`src/rtl/mux_arb_pkg.sv`:
```
// Shared types and helpers for the two-channel mux select arbiter.
package mux_arb_pkg;

  localparam int CH_NUM = 2;

  typedef enum logic [1:0] {
    IDLE   = 2'd0,
    SETTLE = 2'd1,
    VALID  = 2'd2,
    ACK    = 2'd3
  } arb_state_t;

  // Round-robin pick: a lone request wins outright; on a tie the channel not served last wins.
  function automatic logic rr_pick(input logic [CH_NUM-1:0] pend_eff, input logic lp);
    logic pick;
    case (pend_eff)
      2'b01:   pick = 1'b0;
      2'b10:   pick = 1'b1;
      2'b11:   pick = ~lp;
      default: pick = lp;
    endcase
    return pick;
  endfunction

endpackage

```
`src/rtl/mux_arb_timer.sv`:
```
// Loadable down-counter with zero flag; times both the settle and the valid window.
module mux_arb_timer #(
  parameter int W = 2
) (
  input  logic         clk,
  input  logic         rst,
  input  logic         i_load,
  input  logic [W-1:0] i_load_val,
  input  logic         i_en,
  output logic         o_zero
);

  logic [W-1:0] r_cnt;

  always_ff @(posedge clk or posedge rst) begin
    if (rst) begin
      r_cnt <= '0;
    end else if (i_load) begin
      r_cnt <= i_load_val;
    end else if (i_en) begin
      r_cnt <= r_cnt - 1'b1;
    end
  end

  assign o_zero = (r_cnt == '0);

endmodule

```
`src/rtl/mux_sel_arbiter.sv`:
```
// Round-robin arbiter driving the select of a 2:1 mux with settle/valid/ack sequencing.
// Optional drop counters are built when MUX_SEL_DROP_CNT_EN is defined.
module mux_sel_arbiter
  import mux_arb_pkg::*;
#(
  parameter int SETTLE_CYC = 2,
  parameter int HOLD_CYC   = 4
`ifdef MUX_SEL_DROP_CNT_EN
  , parameter int CNT_W    = 8
`endif
) (
  input  logic              clk,
  input  logic              rst,
  input  logic [CH_NUM-1:0] req,
  output logic              sel,
  output logic              busy,
  output logic              out_valid,
  output logic [CH_NUM-1:0] ack
`ifdef MUX_SEL_DROP_CNT_EN
  , output logic [CNT_W-1:0] drop_cnt0
  , output logic [CNT_W-1:0] drop_cnt1
`endif
);

  localparam int MAX_CYC = (SETTLE_CYC > HOLD_CYC) ? SETTLE_CYC : HOLD_CYC;
  localparam int TW      = (MAX_CYC > 1) ? $clog2(MAX_CYC) : 1;

  generate
    if (SETTLE_CYC < 1 || HOLD_CYC < 1) begin : g_param_err
      $error("mux_sel_arbiter: SETTLE_CYC and HOLD_CYC must both be >= 1");
    end
  endgenerate

  arb_state_t        r_state, w_state_next;
  logic              r_sel, w_sel_next;
  logic              r_lp, w_lp_next;
  logic              r_busy, r_out_valid;
  logic [CH_NUM-1:0] r_ack;
  logic [CH_NUM-1:0] r_pend, w_pend_eff, w_pend_next, w_clr;
  logic              w_tmr_load, w_tmr_en, w_tmr_zero;
  logic [TW-1:0]     w_tmr_load_val;

  assign w_pend_eff = r_pend | req;

  mux_arb_timer #(.W(TW)) u_timer (
    .clk        (clk),
    .rst        (rst),
    .i_load     (w_tmr_load),
    .i_load_val (w_tmr_load_val),
    .i_en       (w_tmr_en),
    .o_zero     (w_tmr_zero)
  );

  always_comb begin
    w_state_next   = r_state;
    w_sel_next     = r_sel;
    w_lp_next      = r_lp;
    w_clr          = '0;
    w_tmr_load     = 1'b0;
    w_tmr_load_val = '0;
    w_tmr_en       = 1'b0;
    case (r_state)
      IDLE: begin
        if (w_pend_eff != '0) begin
          w_sel_next     = rr_pick(w_pend_eff, r_lp);
          w_tmr_load     = 1'b1;
          w_tmr_load_val = TW'(SETTLE_CYC - 1);
          w_state_next   = SETTLE;
        end
      end
      SETTLE: begin
        if (w_tmr_zero) begin
          w_tmr_load     = 1'b1;
          w_tmr_load_val = TW'(HOLD_CYC - 1);
          w_state_next   = VALID;
        end else begin
          w_tmr_en = 1'b1;
        end
      end
      VALID: begin
        if (w_tmr_zero) begin
          w_state_next = ACK;
        end else begin
          w_tmr_en = 1'b1;
        end
      end
      ACK: begin
        w_clr        = r_sel ? 2'b10 : 2'b01;
        w_lp_next    = r_sel;
        w_state_next = IDLE;
      end
      default: w_state_next = IDLE;
    endcase
  end

  // A request arriving in the clearing cycle re-arms the flag, so set wins over clear.
  assign w_pend_next = (r_pend & ~w_clr) | req;

  always_ff @(posedge clk or posedge rst) begin
    if (rst) begin
      r_state     <= IDLE;
      r_sel       <= 1'b0;
      r_lp        <= 1'b1;
      r_busy      <= 1'b0;
      r_out_valid <= 1'b0;
      r_ack       <= '0;
      r_pend      <= '0;
    end else begin
      r_state     <= w_state_next;
      r_sel       <= w_sel_next;
      r_lp        <= w_lp_next;
      r_busy      <= (w_state_next != IDLE);
      r_out_valid <= (w_state_next == VALID);
      r_ack       <= (w_state_next == ACK) ? (w_sel_next ? 2'b10 : 2'b01) : 2'b00;
      r_pend      <= w_pend_next;
    end
  end

  assign sel       = r_sel;
  assign busy      = r_busy;
  assign out_valid = r_out_valid;
  assign ack       = r_ack;

`ifdef MUX_SEL_DROP_CNT_EN
  generate
    for (genvar gi = 0; gi < CH_NUM; gi++) begin : g_drop
      logic [CNT_W-1:0] r_cnt;
      always_ff @(posedge clk or posedge rst) begin
        if (rst) begin
          r_cnt <= '0;
        end else if (req[gi] && r_pend[gi] && !w_clr[gi] && (r_cnt != '1)) begin
          r_cnt <= r_cnt + 1'b1;
        end
      end
    end
  endgenerate

  assign drop_cnt0 = g_drop[0].r_cnt;
  assign drop_cnt1 = g_drop[1].r_cnt;
`endif

endmodule
```
`config.mk`:
```
export PLATFORM = sky130hd
export DESIGN_NAME = mux_sel_arbiter
export DESIGN_NICKNAME = d
export VERILOG_FILES = /design/src/rtl/mux_arb_pkg.sv /design/src/rtl/mux_arb_timer.sv /design/src/rtl/mux_sel_arbiter.sv
export SDC_FILE = /design/constraint.sdc
export NUM_CORES = 1
export LEC_CHECK = 0
export CAP_MARGIN = 20
export CORE_AREA = 4 4 41 43
export CTS_BUF_LIST = sky130_fd_sc_hd__clkbuf_4 sky130_fd_sc_hd__clkbuf_8 sky130_fd_sc_hd__clkbuf_16
export DETAILED_ROUTE_END_ITERATION = 10
export DIE_AREA = 0 0 45 47
export DONT_BUFFER_PORTS = 1
export PLACE_DENSITY_LB_ADDON = 0.15
export SLEW_MARGIN = 25
export SYNTH_ARGS = -nofsm -noshare
export SYNTH_HDL_FRONTEND = slang
export SYNTH_SLANG_ARGS = --single-unit
export TNS_END_PERCENT = 5
```
`constraint.sdc`:
```
create_clock -name clk -period 1.8 [get_ports clk]
set_clock_uncertainty 0.1 [all_clocks]
set_input_delay 0.36 -clock clk [delete_from_list [all_inputs] [get_ports clk]]
set_output_delay 0.36 -clock clk [all_outputs]
set_load 0.01 [all_outputs]
```
; After elaboration in Yosys (flattened, before gate mapping)
; Index checks and enable logic that the tools add are counted.
[classes]
multipliers = 0
n_lt_le_gt_ge = 0
reduce_logical = 6
div = 0
eq_ne = 8
n_addsub = 1
mux = 21
n_shift = 0
n_bitwise = 5
[ops]
columns = op, n
row1 = 2-bit two-way mux, 10
row2 = 2-bit equality test (second input constant), 6
row3 = 2-bit case mux with 4 select lines, 1
row4 = 1-bit two-way mux, 7
row5 = 2-bit nonzero test, 3
row6 = 2-bit by 1-bit equality test with 1-bit output (second input constant), 2
row7 = 2-bit logical NOT, 2
row8 = 2-bit OR, 2
row9 = 2-bit case mux with 2 select lines, 1
row10 = 1-bit case mux with 3 select lines, 1
row11 = 2-bit bitwise AND, 1
row12 = 2-bit NOT, 1
row13 = 1-bit case mux with 2 select lines, 1
row14 = 2-bit OR reduction, 1
row15 = 2-bit by 1-bit subtractor with 2-bit output (second input constant), 1
row16 = 1-bit NOT, 1
[totals]
out_inout_bits = 5
n_memories = 0
reg_bits = 12
mem_bits_rw = 0
mem_bits_ro = 0
inputBits = 4
latchBits = 0
word_cells = 49

; Depth between registers and ports, before layout
[logic_depth]
ltp_word = 7
ltp_mapped = 5
ltp_nobuf = 5

; Cells and area by module
; A second synthesis with hierarchy kept.
[hier_totals]
cells_unflattened = 57
area_unflattened_um2 = 644.4
[by_module_without_submodules]
columns = mod, area_each_um2, cells_per_inst, n_inst, seq_area_each_um2
row1 = mux_sel_arbiter, 526.8, 44, 1, 251.5
row2 = mux_arb_timer, 117.6, 13, 1, 50.0

; Least setup slack after synthesis
; Ideal clock, no wire load.
[synth_timing]
path_type = reg-to-reg
from = register r_state[0]
to = register r_busy (netlist: busy)
period_less_slack_ns = 1.688
arrival_time_ns = 1.443
t_required_ns = 1.555
path_buffers = 0
setup_ns = 0.145
path_stages_with_launch = 6
slack_ns = 0.112
path_cell_list = dfrtp_1 > inv_1 > ha_1 > or3_1 > o31ai_1 > o21ai_0
[synth_between]
elab_chain_cells = 3
elab_cells_between_ends = 9
classes_between = eq/ne (3) / mux (4) / reduce/logical (2)
[synth_lines]
columns = item, line_no
row1 = start: declaration, mux_sel_arbiter.sv:34  ; arb_state_t r_state, w_state_next;
row2 = start signal: assignment, mux_sel_arbiter.sv:109  ; r_state <= w_state_next;
row3 = "2-bit equality test, or another cell as far along", mux_sel_arbiter.sv:62  ; case (r_state)
row4 = 2-bit case mux with 4 select lines *, mux_sel_arbiter.sv:62
row5 = 2-bit nonzero test *, mux_sel_arbiter.sv:112  ; r_busy <= (w_state_next != IDLE);
row6 = end signal: assignment, mux_sel_arbiter.sv:112
row7 = end: declaration, mux_sel_arbiter.sv:37  ; logic r_busy, r_out_valid;
; Mark *: on every way between the ends. The rest lies on a longest branch, timed or not.
; A chain may end at the register's enable or synchronous reset.

; Worst setup path after layout
; Ends and elaborated chain as after synthesis.

==> results.md <==
* Status: finished, final reports clean
* Die area at about 2100 um^2
* Routed wire length at ~1200 um
* Die Height at 47 um
* Post-synthesis async set-or-reset flop share at 100.0%
* Crit-path max FO at 5
* Crit start category: flip-flop
* Hold Crit Class: input port to flip-flop
* Met2 usage at 24.01%
* WL/cell at ~16 um
* Drt drc at 0
* Mapped Area at ~650 um^2
* Sequential Power Share at approximately 32%
* Max Cap Violations at 0
* GRT overflow at 0
* Post-layout nets at 75
* Slew @ Worst Pin at between 0.4 and 0.5 ns
* Port Buffer Count at 0
* TritonCTS clock tree: built
* Total power at 0.001410 W
* Register area share after synthesis at 46.26%
* DR pass1 iterations at 2
* GRT Util Overall at approximately 15%
* CTS Buf Count at 3
* Initial Utilization at roughly half
* Synth warn at 0
* Logic pwr share at 52.8%
* Vias per cell at about 5.7
* Post-synth EDFFs at 0
* Largest net degree at the start of global routing at 13
* Slew Viols, Final at 0
* Clock-pin slew on the worst setup and hold paths at ~0.080 ns
* Yosys reg bits at 12
* Layer with the highest usage: met2
* Post-route ant nets at 0
* Fill cells at about 110
* Drt first-iter violations at 3
* RR Endpoint: busy
* Worst setup startpoint: r_state[0]
* Capture point of the worst path: busy
* Core ar. at ~1300 um^2
* CP required at roughly 1.8 ns
* Ys flop type: dfrtp_1
* Synth Instances at between 50 and 60
* # rows at 13
* Reg-to-reg startpoint: r_state[0]
* PD cells at between 1500 and 2000 nW/um^2
* Clk_lat worst skew at around 0.26 ns
* Tmin final at about 1.7 ns
* Slew margin rel. at a little over two thirds
* # H-tree levels at 1
* Placer Congestion at 0.8395
* Final Hold Violating Endpoints at 0
* Syn nets at 64
* R2r setup slk at about 0.13 ns
* Via count of the first global-routing pass at between 500 and 600
* Met1 usage at between 10% and 20%
* Via count at between 400 and 500
* Most common cell on crit path: inv_1
* Setup tns final at 0 ns
* Diode count at 0
* Fmax at approximately 600 MHz
* First-pass GRT wire length at around 2200 um
* Sw Share at about two fifths
* Slowest stage delay, CP at between 0.4 and 0.5 ns
* Most common cell after layout, fill and taps aside: dfrtp_1
* Syn_area_per_cell at between 10 and 15 um^2
* Worst Setup End Kind: flip-flop
* Initial antenna violation count at 0
* Worst Path Arrival at 1.70 ns
* CP cell instances: inv_1 > ha_1 > buf_4 > inv_1 > nor3_4 > o21ai_0
* Setup violators final at 0
* Unrepaired setup endpoints after global routing: false
* Internal power at between 0.0008 and 0.0009 W
* Share of cells above drive strength 1 at between 30% and 40%
* Worst r2r path cells at 6
* Num Clock Sinks at 12
* VDD IR max at about 830 uV
* Setup CP Type: flip-flop to flip-flop
* Met3 Usage GRT at around 3.4%
* Max Buffers Root-to-Sink at 2
* Period utilisation layout at between 90 and 100%
* Switching Power at 0.0005619 W
* Cell variety after synth at 28
* Die width at roughly 45 um
* Leak at between 0.3 and 0.4 nW
* Area delta synth->final at 18.43%
* CTS root buf: clkbuf_4
* CP max stage cell: dfrtp_1
* Clock power frac at between 10% and 20%
* I/O pin count at 9
* Most frequent cells in the layout: dfrtp_1, inv_1, ha_1
flip-flops by register name, indices dropped and copies added, names as in the netlist:
signal	cells
ack	2
busy	1
out_valid	1
r_lp	1
r_pend	2
r_state	2
sel	1
u_timer.r_cnt	2
final cells by class:
type | instances | area, um^2 | share of cell area, %
clock buffer | 4 | 36.28 | 4.700
inverter | 8 | 30.03 | 3.890
multi-input combinational | 34 | 337.8 | 43.76
sequential | 12 | 301.5 | 39.06
tap | 15 | 18.77 | 2.431
timing repair buffer | 6 | 47.55 | 6.159
per-stage QoR:
step                      hold WS, ns  util, %  cell area [um^2]  setup slack, ns  cells
final                         0.09122    59.33             772.0           0.1340     79
after global routing          0.07668    59.33             772.0          0.01630     79
after CTS                     0.08889    57.40             747.0           0.1110     78
after detailed placement       0.1838    53.85             700.7           0.1150     73
after global placement         0.1625    53.85             700.7           0.2325     73
after floorplan                0.1240        -             651.9           0.1118     54
worst max-delay path: cells and delay by family, from the launching register on:
family | cells | cell delay [ns]
fa+ha+maj | 1 | 0.20
simple gates | 1 | 0.29
compound gates | 1 | 0.14
flops | 1 | 0.41
buf+inv | 3 | 0.40
cells by family (layout without fill, tap and decap cells):
logic type / after synthesis / in the layout / synth area share, %
multiplexers: 1 / 1 / 1.536
AO/OA/AOI/OAI: 15 / 15 / 21.69
buffers and inverters: 8 / 18 / 4.607
AND/OR/NAND/NOR: 12 / 12 / 14.40
flip-flops: 12 / 12 / 46.26
adder cells (fa/ha/maj): 6 / 6 / 11.52
power groups by stage:
stage / Sequential, W / Clock [W] / Combinational [W]
2_1_floorplan: 0.000464 / 0 / 0.000467
3_3_place_gp: 0.000455 / 0 / 0.000633
3_5_place_dp: 0.000466 / 0 / 0.000685
4_1_cts: 0.000460 / 0.000213 / 0.000694
5_1_grt: 0.000472 / 0.000229 / 0.000835
6_report: 0.000457 / 0.000209 / 0.000745
worst min-delay path by stage:
stage          startpoint   endpoint  slack [ns]  cells past startpoint
2_1_floorplan         rst     ack[0]        0.12                      1
3_3_place_gp          rst     ack[0]        0.16                      1
3_5_place_dp          rst       busy        0.18                      1
4_1_cts            req[1]  r_pend[1]        0.09                      1
5_1_grt            req[1]  r_pend[1]        0.08                      1
6_report           req[0]  r_pend[0]        0.09                      1
cells in the mapped netlist, drive strengths merged, types with 2 or more instances:
| cell | instances | area [um^2] |
|---|---|---|
| a21o | 2 | 16.27 |
| dfrtp | 11 | 275.3 |
| ha | 6 | 75.07 |
| inv | 8 | 30.03 |
| nor2b | 2 | 12.51 |
| o21ai | 4 | 20.02 |
metal layers:
metal | routed length, um | share of wire [%] | vias up
met1 | 514 | 42 | 219
met5 | 0 | 0 | -
met3 | 66 | 5.4 | 5
met2 | 625 | 51 | 11
met4 | 23 | 1.9 | 0
li1 | - | - | 213
timing repair:
item,in CTS,in global routing
buffers inserted,0,1
resized for setup,0,2
hold endpoints to repair,11,0
endpoints found under the setup margin,0,1
hold buffers,1,0
Power figures use the tool's default switching activity.
